===== src/rtl/pipelined_cla_adder_if.sv =====
// rtl/pipelined_cla_adder_if.sv - operand/result handshake bundle for pipelined_cla_adder
interface pipelined_cla_adder_if #(
  parameter int WIDTH = 16
);
  logic             IN_VALID;
  logic             IN_READY;
  logic [WIDTH-1:0] X;
  logic [WIDTH-1:0] Y;
  logic             C0;
  logic             SUB;
  logic             OUT_VALID;
  logic             OUT_READY;
  logic [WIDTH-1:0] S;
  logic             CO;
  logic             OVF;

  modport master (
    output IN_VALID, X, Y, C0, SUB, OUT_READY,
    input  IN_READY, OUT_VALID, S, CO, OVF
  );

  modport slave (
    input  IN_VALID, X, Y, C0, SUB, OUT_READY,
    output IN_READY, OUT_VALID, S, CO, OVF
  );
endinterface


===== src/rtl/pipelined_cla_adder.sv =====
// rtl/pipelined_cla_adder.sv - pipelined carry-lookahead add/sub, one BLOCK-bit group per stage
// Optional signed saturation of S on overflow when CLA_SAT_EN is defined.
module pipelined_cla_adder #(
  parameter int WIDTH = 16,
  parameter int BLOCK = 4
) (
  input logic                  CLK,
  input logic                  RST_N,
  pipelined_cla_adder_if.slave bus
);
  localparam int STAGES = WIDTH / BLOCK;

  if (BLOCK < 1 || BLOCK > 8 || (WIDTH % BLOCK) != 0) begin : g_param_check
    $error("pipelined_cla_adder: WIDTH must be a multiple of BLOCK, BLOCK in 1..8");
  end

  logic             advance;
  logic [WIDTH-1:0] y_eff;

  assign advance      = !bus.OUT_VALID || bus.OUT_READY;
  assign bus.IN_READY = advance;
  assign y_eff        = bus.SUB ? ~bus.Y : bus.Y;

  // Every carry is a flat sum of products from the group carry-in, no rippling.
  function automatic logic [BLOCK:0] lookahead(input logic [BLOCK-1:0] pp,
                                                input logic [BLOCK-1:0] gg,
                                                input logic             cin);
    logic [BLOCK:0] cc;
    logic           term;
    cc    = '0;
    cc[0] = cin;
    for (int i = 1; i <= BLOCK; i++) begin
      term = cin;
      for (int j = 0; j < i; j++) term = term & pp[j];
      cc[i] = term;
      for (int j = 0; j < i; j++) begin
        term = gg[j];
        for (int m = j + 1; m < i; m++) term = term & pp[m];
        cc[i] = cc[i] | term;
      end
    end
    return cc;
  endfunction

  for (genvar k = 0; k < STAGES; k++) begin : g_stage
    localparam int LO  = k * BLOCK;
    localparam int HI  = LO + BLOCK;
    localparam int REM = WIDTH - HI;

    logic [BLOCK-1:0] gx, gy, p, g, grp_sum;
    logic [BLOCK:0]   c;
    logic             cin, vin;
    logic [HI-1:0]    s_raw, s_d, s_q;
    logic             vld_q, c_q;

    if (k == 0) begin : g_src
      assign gx    = bus.X[BLOCK-1:0];
      assign gy    = y_eff[BLOCK-1:0];
      assign cin   = bus.SUB | bus.C0;
      assign vin   = bus.IN_VALID;
      assign s_raw = grp_sum;
    end else begin : g_src
      assign gx    = g_stage[k-1].g_skew.x_q[BLOCK-1:0];
      assign gy    = g_stage[k-1].g_skew.y_q[BLOCK-1:0];
      assign cin   = g_stage[k-1].c_q;
      assign vin   = g_stage[k-1].vld_q;
      assign s_raw = {grp_sum, g_stage[k-1].s_q};
    end

    assign p       = gx ^ gy;
    assign g       = gx & gy;
    assign c       = lookahead(p, g, cin);
    assign grp_sum = p ^ c[BLOCK-1:0];

    // Higher operand groups ride along until their stage sees the carry.
    if (REM > 0) begin : g_skew
      logic [REM-1:0] x_d, y_d, x_q, y_q;
      if (k == 0) begin : g_fwd
        assign x_d = bus.X[WIDTH-1:BLOCK];
        assign y_d = y_eff[WIDTH-1:BLOCK];
      end else begin : g_fwd
        assign x_d = g_stage[k-1].g_skew.x_q[REM+BLOCK-1:BLOCK];
        assign y_d = g_stage[k-1].g_skew.y_q[REM+BLOCK-1:BLOCK];
      end
      always_ff @(posedge CLK) begin
        if (!RST_N) begin
          x_q <= '0;
          y_q <= '0;
        end else if (advance) begin
          x_q <= x_d;
          y_q <= y_d;
        end
      end
    end

    if (k == STAGES - 1) begin : g_last
      logic ovf, ovf_q;
      assign ovf = c[BLOCK] ^ c[BLOCK-1];
`ifdef CLA_SAT_EN
      assign s_d = !ovf ? s_raw :
                   (s_raw[HI-1] ? {1'b0, {(HI-1){1'b1}}} : {1'b1, {(HI-1){1'b0}}});
`else
      assign s_d = s_raw;
`endif
      always_ff @(posedge CLK) begin
        if (!RST_N)       ovf_q <= 1'b0;
        else if (advance) ovf_q <= ovf;
      end
    end else begin : g_mid
      assign s_d = s_raw;
    end

    always_ff @(posedge CLK) begin
      if (!RST_N) begin
        vld_q <= 1'b0;
        s_q   <= '0;
        c_q   <= 1'b0;
      end else if (advance) begin
        vld_q <= vin;
        s_q   <= s_d;
        c_q   <= c[BLOCK];
      end
    end
  end

  assign bus.OUT_VALID = g_stage[STAGES-1].vld_q;
  assign bus.S         = g_stage[STAGES-1].s_q;
  assign bus.CO        = g_stage[STAGES-1].c_q;
  assign bus.OVF       = g_stage[STAGES-1].g_last.ovf_q;
endmodule


===== src/flat_wrapper.sv =====
// flat-port wrapper written by rule: the top's interface ports become plain ports
module pipelined_cla_adder_flat 
#(
  parameter int WIDTH = 16,
  parameter int BLOCK = 4
)
  (CLK, RST_N, bus_IN_VALID, bus_X, bus_Y, bus_C0, bus_SUB, bus_OUT_READY, bus_IN_READY, bus_OUT_VALID, bus_S, bus_CO, bus_OVF);
  pipelined_cla_adder_if #(.WIDTH(WIDTH)) bus_i ();
  input logic CLK;
  input logic RST_N;
  input wire logic [$bits(bus_i.IN_VALID)-1:0] bus_IN_VALID;
  input wire logic [$bits(bus_i.X)-1:0] bus_X;
  input wire logic [$bits(bus_i.Y)-1:0] bus_Y;
  input wire logic [$bits(bus_i.C0)-1:0] bus_C0;
  input wire logic [$bits(bus_i.SUB)-1:0] bus_SUB;
  input wire logic [$bits(bus_i.OUT_READY)-1:0] bus_OUT_READY;
  output wire logic [$bits(bus_i.IN_READY)-1:0] bus_IN_READY;
  output wire logic [$bits(bus_i.OUT_VALID)-1:0] bus_OUT_VALID;
  output wire logic [$bits(bus_i.S)-1:0] bus_S;
  output wire logic [$bits(bus_i.CO)-1:0] bus_CO;
  output wire logic [$bits(bus_i.OVF)-1:0] bus_OVF;
  assign bus_i.IN_VALID = bus_IN_VALID;
  assign bus_i.X = bus_X;
  assign bus_i.Y = bus_Y;
  assign bus_i.C0 = bus_C0;
  assign bus_i.SUB = bus_SUB;
  assign bus_i.OUT_READY = bus_OUT_READY;
  assign bus_IN_READY = bus_i.IN_READY;
  assign bus_OUT_VALID = bus_i.OUT_VALID;
  assign bus_S = bus_i.S;
  assign bus_CO = bus_i.CO;
  assign bus_OVF = bus_i.OVF;
  pipelined_cla_adder #(.WIDTH(WIDTH), .BLOCK(BLOCK)) u_core (.CLK(CLK), .RST_N(RST_N), .bus(bus_i));
endmodule

===== config.mk =====
export PLATFORM = sky130hd
export DESIGN_NAME = pipelined_cla_adder_flat
export DESIGN_NICKNAME = d
export VERILOG_FILES = /design/src/rtl/pipelined_cla_adder_if.sv /design/src/rtl/pipelined_cla_adder.sv /design/src/flat_wrapper.sv
export SDC_FILE = /design/constraint.sdc
export NUM_CORES = 1
export LEC_CHECK = 0
export CAP_MARGIN = 20
export CORE_MARGIN = 2
export CORE_UTILIZATION = 45
export CTS_CLUSTER_DIAMETER = 100
export DETAILED_ROUTE_END_ITERATION = 10
export PLACE_DENSITY = 0.78
export SETUP_SLACK_MARGIN = 0.5
export SKIP_LAST_GASP = 1
export SLEW_MARGIN = 5
export SYNTH_ARGS = -nofsm -noshare
export SYNTH_HDL_FRONTEND = slang
export SYNTH_SLANG_ARGS = --single-unit
export TNS_END_PERCENT = 100

===== constraint.sdc =====
create_clock -name CLK -period 2.9 [get_ports CLK]
set_input_delay 0.58 -clock CLK [delete_from_list [all_inputs] [get_ports CLK]]
set_output_delay 0.58 -clock CLK [all_outputs]
set_load 0.1 [all_outputs]

Word level (Yosys, flattened, before mapping)
Index checks and enable logic that the tools add are counted.
Widths: inputs -> output; s select.
{"block": "totals", "reg_bits": 97, "input_bits": 38, "out_inout_bits": 20}
{"block": "op_classes", "n_mux": 1, "n_bitwise": 95, "reduce_logical": 2}
{"cell": "$or 1x1->1", "n": 41}
{"cell": "$and 1x1->1", "n": 40}
{"cell": "$xor 4x4->4", "n": 8}
{"cell": "$and 4x4->4", "n": 4}
{"cell": "$mux 16", "n": 1}
{"cell": "$not 16->16", "n": 1}
{"cell": "$logic_not 1->1", "n": 1}
{"cell": "$logic_or 1x1->1", "n": 1}
{"cell": "$xor 1x1->1", "n": 1}

Logic depth before layout (Yosys ltp)
Gate-level depths: netlist (run 1).
{"block": "depth", "ltp_word": 11, "ltp_mapped": 8, "mapped_depth_nobuf": 6}

Least setup slack after synthesis (run 1)
Ideal clock, no wire load.
{"block": "synth_path", "kind": "input -> register", "from": "input port bus_SUB", "to": "register u_core.g_stage[0].s_q[3]", "setup_time_ns": 0.063, "arrival_ns": 2.472, "t_required_ns": 2.837, "setup_slack_ns": 0.365, "cell_stages": 8, "path_buffers": 2, "path_cell_list": "buf_2 -> buf_2 -> xor2_1 -> ha_1 -> ha_1 -> o211a_1 -> or4_1 -> nand3_1"}
{"block": "synth_between", "elab_chain_len": 9, "elab_cells_between_ends": 14, "cone_classes": "mux: 1; bitwise: 13"}
{"item": "from (decl)", "line_no": "flat_wrapper.sv:15", "text": "input wire logic [$bits(bus_i.SUB)-1:0] bus_SUB;"}
{"item": "$mux 16", "line_no": "pipelined_cla_adder.sv:22", "text": "assign y_eff = bus.SUB ? ~bus.Y : bus.Y;"}
{"item": "$xor 4x4->4", "line_no": "pipelined_cla_adder.sv:70", "text": "assign p = gx ^ gy;"}
{"item": "$and 1x1->1 (3 in a row)", "line_no": "pipelined_cla_adder.sv:34", "text": "for (int j = 0; j < i; j++) term = term & pp[j];"}
{"item": "$or 1x1->1 (3 in a row)", "line_no": "pipelined_cla_adder.sv:39", "text": "cc[i] = cc[i] | term;"}
{"item": "$xor 4x4->4 (*)", "line_no": "pipelined_cla_adder.sv:73", "text": "assign grp_sum = p ^ c[BLOCK-1:0];"}
{"item": "to (signal assigned)", "line_no": "pipelined_cla_adder.sv:116", "text": "s_q <= '0;"}
{"item": "to (signal assigned)", "line_no": "pipelined_cla_adder.sv:120", "text": "s_q <= s_d;"}
{"item": "to (decl)", "line_no": "pipelined_cla_adder.sv:53", "text": "logic [HI-1:0] s_raw, s_d, s_q;"}
Every way passes the cells marked *; elsewhere a longest branch is shown, timed or not.
A chain may end at the register's enable or synchronous reset.

Final worst setup path (run 1)
{"block": "layout_path", "from": "input port bus_Y[0]", "to": "register u_core.g_stage[0].s_q[3]"}
{"block": "layout_between", "elab_chain_len": 10, "elab_cells_between_ends": 13, "cone_classes": "mux: 1; bitwise: 12"}
{"item": "from (decl)", "line_no": "flat_wrapper.sv:13", "text": "input wire logic [$bits(bus_i.Y)-1:0] bus_Y;"}
{"item": "$not 16->16", "line_no": "pipelined_cla_adder.sv:22"}
{"item": "$mux 16 (*)", "line_no": "pipelined_cla_adder.sv:22"}
{"item": "$xor 4x4->4", "line_no": "pipelined_cla_adder.sv:70"}
{"item": "$and 1x1->1 (3 in a row)", "line_no": "pipelined_cla_adder.sv:34"}
{"item": "$or 1x1->1 (*) (3 in a row)", "line_no": "pipelined_cla_adder.sv:39"}
{"item": "$xor 4x4->4 (*)", "line_no": "pipelined_cla_adder.sv:73"}
Marks and branches as above.

==> metrics, run 1 <==
total wire length between 8000 and 9000 µm; simple-gate portion of the synthesized area between 15 and 20%; register area 1940 µm²; final slew viol count 0; CTS Buffer Depth 2; n_diodes 0; worst path cell trace clkdlybuf4s50_1 > xor2_2 > ha_1 > ha_1 > o211a_1 > or4_1 > nand3_1; initial core utilization between 40% and 50%; clock skew 8.22 ps; commonest cells after routing, fill and taps aside nand2_1, dfxtp_1, a21boi_0; CP Launch Type input port; DR iter-0 viols 117; input/output buffers 57; Worst-Margin Slew between 500 and 600 ps; Std-Cell Rows 35; syn avg cell area 8.77 µm²; Max-cap violations 0; Die Height 102 µm; Netlist cell types 27; CP Launch Point bus_Y[0]; CTS tree built; Async SR Flop Fraction 0%; RR Endpoint u_core.g_stage[1].s_q[7]; largest net degree at the start of global routing 72; outcome finished, final reports clean; CTS Buf Count 9; Initial DRT Pass Iterations 5; ys flop type dfxtp_1; ANT nets after route 0; sequential fraction of the synthesis area 44.5%; HPWL after DPL about 6000 µm; vias in the first global route 3475; Post-synth EDFFs 0; mux cell area share after synthesis 0%; Critical R2R Launch u_core.g_stage[0].g_skew.y_q[0]; post-route clock period utilization 79.3%; critical path depth 7; Post-Synth XOR/XNOR Area between 4 and 5%; Die Area between 10000 and 15000 µm²; pwr/cell area 566 nW/µm²; Period minus WS final about 2300 ps; chip width approximately 100 µm; commonest non-fill, non-tap cell in the layout nand2_1; CP most frequent cell ha_1; average vias per placed instance 5.08; antenna violations before repair 0; CP delay by family, top simple AND/OR/NAND/NOR gates; mapped cell area 4360 µm²; Synth Area in Adders between 7 and 8%; Reg2Reg Setup Slack 1110 ps; RSZ-0062 raised after global routing false; CP Capture Type flop; Worst Path Buf+Inv 1; Slew HR 64.8%; Hold Fails Final Rpt 0; clock slew at reported path FFs 90 ps; worst hold slack 465 ps; Syn Nets 559; VDD IR max 0.000374 V; fillers 830; gr usage total 18.1%; wire per inst around 13 µm; setup TNS 0 ps; Num Clock Sinks 97; Multi-input gate area 2210 µm²; Syn Inst Count about 500; worst min-delay path class flop to flop; worst skew pair latency 360 ps; slowest cell on the critical path or4_1; CTS H-tree lvls 3; Layout Area Growth over Synthesis 20.8%; Critical Path RT 3200 ps; slowest stage delay, CP 500 ps; Final Setup Violations 0; crit path to u_core.g_stage[0].s_q[3]; ratio of cells with drive above 1 in the final layout 10.2%; clk root buf clkbuf_8; Via Count between 3000 and 4000; core area 9330 µm²; I/O pin count 58; fin nets 605; GRT overflow 0; Yosys reg bits 97; Worst Path Class, Setup input port to flop; max frequency between 400 and 500 MHz; reg2reg path depth 5; Compound-Gate Fraction of Synth Area a little over a fifth; combinational family with the most area after synthesis compound AO/OA/AOI/OAI gates; DRC 0; RePlAce Congestion between 0.7 and 0.8; Yosys warning count 0; first-pass GRT wire length 15100 µm; critical path arrival 2600 ps; Leak 2.34 nW; Max FO, Critical Path 3
per-stage QoR:
step	util, %	area, µm²	setup WS (ps)	power [mW]	instances
after floorplan	-	4370	531	1.77	497
final	56.5	5270	601	2.98	677
after CTS	56.4	5260	517	3.01	677
after detailed placement	53.6	5000	114	1.91	661
after global placement	53.6	5000	235	1.89	661
after global routing	56.5	5270	571	3.11	677
final cells by class:
class / count / share of cell area [%]
multi-input combinational: 352 / 42.0
sequential: 97 / 36.9
timing repair buffer: 71 / 12.3
tap: 129 / 3.06
clock inverter: 6 / 2.47
clock buffer: 10 / 2.42
inverter: 12 / 0.879
flip-flops by register name, summed over array words and instances (netlist names):
| register | flops |
|---|---|
| u_core.g_stage.c_q | 3 |
| u_core.g_stage.vld_q | 3 |
| u_core.g_stage.s_q | 24 |
| u_core.bus.OUT_VALID | 1 |
| u_core.bus.CO | 1 |
| u_core.bus.S | 16 |
| u_core.g_stage.g_skew.y_q | 24 |
| u_core.bus.OVF | 1 |
| u_core.g_stage.g_skew.x_q | 24 |
cell families (layout without fill, tap and decap cells):
group | count (synthesis) | after routing
DFF | 97 | 97
and+or+nand+nor | 190 | 190
buffers and inverters | 48 | 99
adders and majority gates | 24 | 24
AOI/OAI and AO/OA | 118 | 118
xor gates and xnor gates | 20 | 20
synth_stat cells (4+ instances only):
library cell | n | share of area, %
a21boi_0 | 67 | 12
a21o_1 | 4 | 0.69
a21oi_1 | 4 | 0.46
buf_2 | 14 | 1.6
clkbuf_1 | 19 | 1.6
dfxtp_1 | 97 | 45
fa_1 | 4 | 1.8
ha_1 | 20 | 5.7
inv_1 | 11 | 0.95
nand2_1 | 158 | 14
nand3_1 | 16 | 1.8
nor2_1 | 4 | 0.34
o2111ai_1 | 8 | 1.6
o211a_1 | 20 | 4.6
o21a_1 | 5 | 0.86
o21ai_0 | 9 | 1.0
or4_1 | 8 | 1.4
xnor2_1 | 16 | 3.2
xor2_1 | 4 | 0.80
worst reg2reg max path: stages (launching register included):
cell and delay [ps]:
dfxtp_1 350, ha_1 310, ha_1 230, o211a_1 260
or4_1 500, nand3_1 90
how the worst min path moves through the flow:
| stage | depth (start not counted) | to | startpoint | slack [ps] |
|---|---|---|---|---|
| after detailed placement | 2 | u_core.g_stage[0].g_skew.x_q[11] | u_core.g_stage[0].g_skew.x_q[11] | 450 |
| after CTS | 2 | u_core.g_stage[0].g_skew.x_q[11] | u_core.g_stage[0].g_skew.x_q[11] | 470 |
| after global placement | 2 | u_core.g_stage[0].g_skew.x_q[10] | u_core.g_stage[0].g_skew.x_q[10] | 450 |
| final | 2 | u_core.bus.S[7] | u_core.g_stage[2].s_q[7] | 470 |
| after floorplan | 1 | u_core.bus.OUT_VALID | u_core.g_stage[2].vld_q | 440 |
| after global routing | 2 | u_core.g_stage[0].g_skew.x_q[10] | u_core.g_stage[0].g_skew.x_q[10] | 490 |
power breakdown:
part | switching, mW | internal [mW] | total [mW]
Combinational | 0.224 | 0.181 | 0.405
Clock | 0.448 | 0.657 | 1.11
Sequential | 0.0516 | 1.42 | 1.47
Total | 0.724 | 2.26 | 2.98
per-layer routing:
| metal | GRT usage (%) | routed length, µm |
|---|---|---|
| met1 | 20.9 | 3800 |
| met2 | 32.3 | 4290 |
| met3 | 5.06 | 335 |
| met4 | 5.95 | 179 |
| met5 | 0 | 0 |
repair_timing:
action,CTS,global route
setup buffers,0,0
hold endpoints to repair,0,0
resized for setup,1,1
endpoints found under the setup margin,1,1
pin swaps,1,0
hold buffers,0,0
Power figures use the tool's default switching activity.
==> run 2, diff against run 1 <==
PLACE_DENSITY = 0.81   (was 0.78)
clock period = 2 ns   (was 2.9 ns; I/O delays follow)
==> run 2 against run 1 <==
Clock-buffer cell count shrank 1. Worst hold slack lost 1.7 ps. Total power grew 34%. Final cell count grew 4.1%. Die area is the same. Setup slack lost 280 ps. Sequential cell count is the same. Highest routed layer unchanged. Critical path depth grew 1. First-iteration DRC count grew 32%. Critical endpoint unchanged. Non-clock buffer count grew 28. Via count grew 4.3%.
==> metrics, run 2 (synthesis results as in run 1) <==
CTS Buffer Depth 2 (unchanged); final slew viol count 0 (unchanged); hold path start u_core.g_stage[0].s_q[1] (was u_core.g_stage[2].s_q[7]); max frequency 597 MHz; Hold Fails Final Rpt 0 (unchanged); WL met2 4510 µm (was 4290 µm); Worst Path Class, Setup input port to flop (unchanged); Max FO, Critical Path 3 (unchanged); Post-Place Setup Slack -479 ps (was 114 ps); Period minus WS final 1670 ps; RSZ-0062 raised after global routing true (was false); worst min-delay path class flop to flop (unchanged); largest net degree at the start of global routing 38 (was 72); Via Count 3584 (was 3437); gr usage total 18.2% (was 18.1%); worst hold slack 463 ps (was 465 ps); ANT nets after route 0 (unchanged); chip width 102 µm (unchanged); final instance area 5660 µm² (was 5270 µm²); Critical Path RT 2310 ps (was 3200 ps); DR top layer met4 (unchanged); Final Core Density 60.6% (was 56.5%); GRT overflow 0 (unchanged); CTS tree built (unchanged); Largest regs u_core.g_stage.g_skew.x_q (24), u_core.g_stage.g_skew.y_q (24), u_core.g_stage.s_q (24) (unchanged); I/O pin count 58 (unchanged); CTS Buf Count 9 (unchanged); pwr/cell area 707 nW/µm² (was 566 nW/µm²); commonest non-fill, non-tap cell in the layout nand2_1 (unchanged); Initial DRT Pass Iterations 4 (was 5); Layout Area Growth over Synthesis 29.7% (was 20.8%); Seq pwr share 53.2% (was 49.3%); antenna violations before repair 0 (unchanged); M1 wire length 4110 µm (was 3800 µm); wire per inst 13.0 µm (was 12.7 µm); Max-cap violations 0 (unchanged); outcome finished, final reports clean (unchanged); core area 9330 µm² (unchanged); vias in the first global route 3554 (was 3475); CP delay by family, top simple AND/OR/NAND/NOR gates (unchanged); DR iter-0 viols 154 (was 117); Comb pwr share 17.1% (was 13.6%); DR WL met3 390 µm (was 335 µm); commonest cells after routing, fill and taps aside nand2_1, dfxtp_1, a21boi_0 (unchanged); Leak 2.49 nW (was 2.34 nW); P_sw 1.14 mW (was 0.724 mW); total wire length 9160 µm (was 8610 µm); ratio of cells with drive above 1 in the final layout 20.0% (was 10.2%); Int Power 2.85 mW (was 2.26 mW); post-placement cell area 5190 µm² (was 5000 µm²); slowest cell on the critical path or4_1 (unchanged); switch share 28.6% (was 24.3%); Critical R2R Launch u_core.g_stage[0].g_skew.x_q[0] (was u_core.g_stage[0].g_skew.y_q[0]); RePlAce Congestion 0.743 (was 0.787); initial core utilization 46.7% (unchanged); clk root buf clkbuf_8 (unchanged); CTS H-tree lvls 3 (unchanged); CP Launch Type input port (unchanged); average vias per placed instance 5.08 (about the same); Worst-Margin Slew 423 ps (was 527 ps); DRC 0 (unchanged); Die Height 102 µm (unchanged); critical path arrival 1980 ps (was 2600 ps); clock skew 6.25 ps (was 8.22 ps); first-pass GRT wire length 15300 µm (was 15100 µm); Worst Path Buf+Inv 3 (was 1); Clock power frac 29.7% (was 37.1%); Slew HR 71.8% (was 64.8%); worst path cell trace buf_6 > buf_6 > buf_6 > xor2_1 > ha_1 > a21o_1 > or4_1 > nand3_1 (was clkdlybuf4s50_1 > xor2_2 > ha_1 > ha_1 > o211a_1 > or4_1 > nand3_1); fillers 785 (was 830); WHS Endpoint u_core.g_stage[0].s_q[1] (was u_core.bus.S[7]); post-route clock period utilization between 80% and 90%; final worst setup slack 325 ps (was 601 ps); slowest stage delay, CP 510 ps (was 500 ps); HPWL after DPL 6180 µm (was 5980 µm); Reg2Reg Setup Slack 440 ps (was 1110 ps); n_diodes 0 (unchanged); VDD IR max 0.000406 V (was 0.000374 V); Final Setup Violations 0 (unchanged); reg2reg path depth 5 (unchanged); RR Endpoint u_core.g_stage[1].s_q[6] (was u_core.g_stage[1].s_q[7]); CP Capture Type flop (unchanged); Hold Path Cell Cnt 2 (unchanged); worst skew pair latency 360 ps (about the same); Num Clock Sinks 97 (unchanged); Std-Cell Rows 35 (unchanged); fin nets 633 (was 605); CP most frequent cell buf_6 (was ha_1); Die Area 10500 µm² (unchanged); input/output buffers 57 (unchanged); setup TNS 0 ps (unchanged); clock slew at reported path FFs 100 ps (was 90 ps)
## run 2: changes by cell type in the layout (fill, tap and decap cells not counted), sizes merged
cell,before,now
bufinv,4,0
inv,11,17
clkdlybuf4s50,35,29
buf,35,64
dlygate4sd2,0,4
clkinv,3,2
## run 2: worst max path at each step
stage	slack, ps	cells after the start	to	startpoint
final	330	8	u_core.g_stage[0].s_q[3]	bus_SUB
after global routing	300	8	u_core.g_stage[0].s_q[3]	bus_SUB
after CTS	260	8	u_core.g_stage[0].s_q[3]	bus_SUB
after detailed placement	-480	8	u_core.g_stage[0].s_q[3]	bus_SUB
after global placement	-360	8	u_core.g_stage[0].s_q[3]	bus_SUB
after floorplan	-10	8	u_core.g_stage[0].s_q[3]	bus_SUB
## run 2: per-stage QoR
| stage | cells | power [mW] |
|---|---|---|
| finish | 705 | 4.00 |
| global route | 705 | 4.18 |
| CTS | 701 | 4.01 |
| detailed placement | 674 | 2.80 |
| global placement | 674 | 2.77 |
| floorplan | 497 | 2.59 |
## run 2: repair_timing
item / 4_1_cts / 5_1_grt
setup buffers: 11 / 4
pin swaps: 23 / 16
cloned: 0 / 0
resized for setup: 28 / 19
hold buffers: 0 / 0
endpoints found under the setup margin: 17 / 25
## run 2: layer usage
metal / GRT usage [%] / up-vias
met5: 0 / -
met4: 8.21 / 0
met3: 3.08 / 17
met2: 31.0 / 77
met1: 22.6 / 1673
li1: - / 1817
## run 2: final cells by class
type | count | area [µm²] | area share (%)
multi-input combinational | 352 | 2390 | 42.3
sequential | 97 | 1960 | 34.7
timing repair buffer | 99 | 902 | 16.0
tap | 129 | 161 | 2.85
clock buffer | 9 | 124 | 2.19
clock inverter | 7 | 58.8 | 1.04
inverter | 12 | 52.6 | 0.929
## run 2: power by group through the flow
stage | registers (mW) | logic (mW) | clock network (mW)
final | 2.13 | 0.684 | 1.19
after floorplan | 2.26 | 0.325 | 0
after CTS | 2.13 | 0.655 | 1.22
after detailed placement | 2.18 | 0.622 | 0
after global placement | 2.17 | 0.600 | 0
after global routing | 2.14 | 0.749 | 1.29
## run 2: worst reg2reg max path, stage by stage, from the launching register on
cell	delay, ps
dfxtp_2	390
ha_4	210
ha_2	180
o21a_1	190
or4_1	460
nand3_1	90
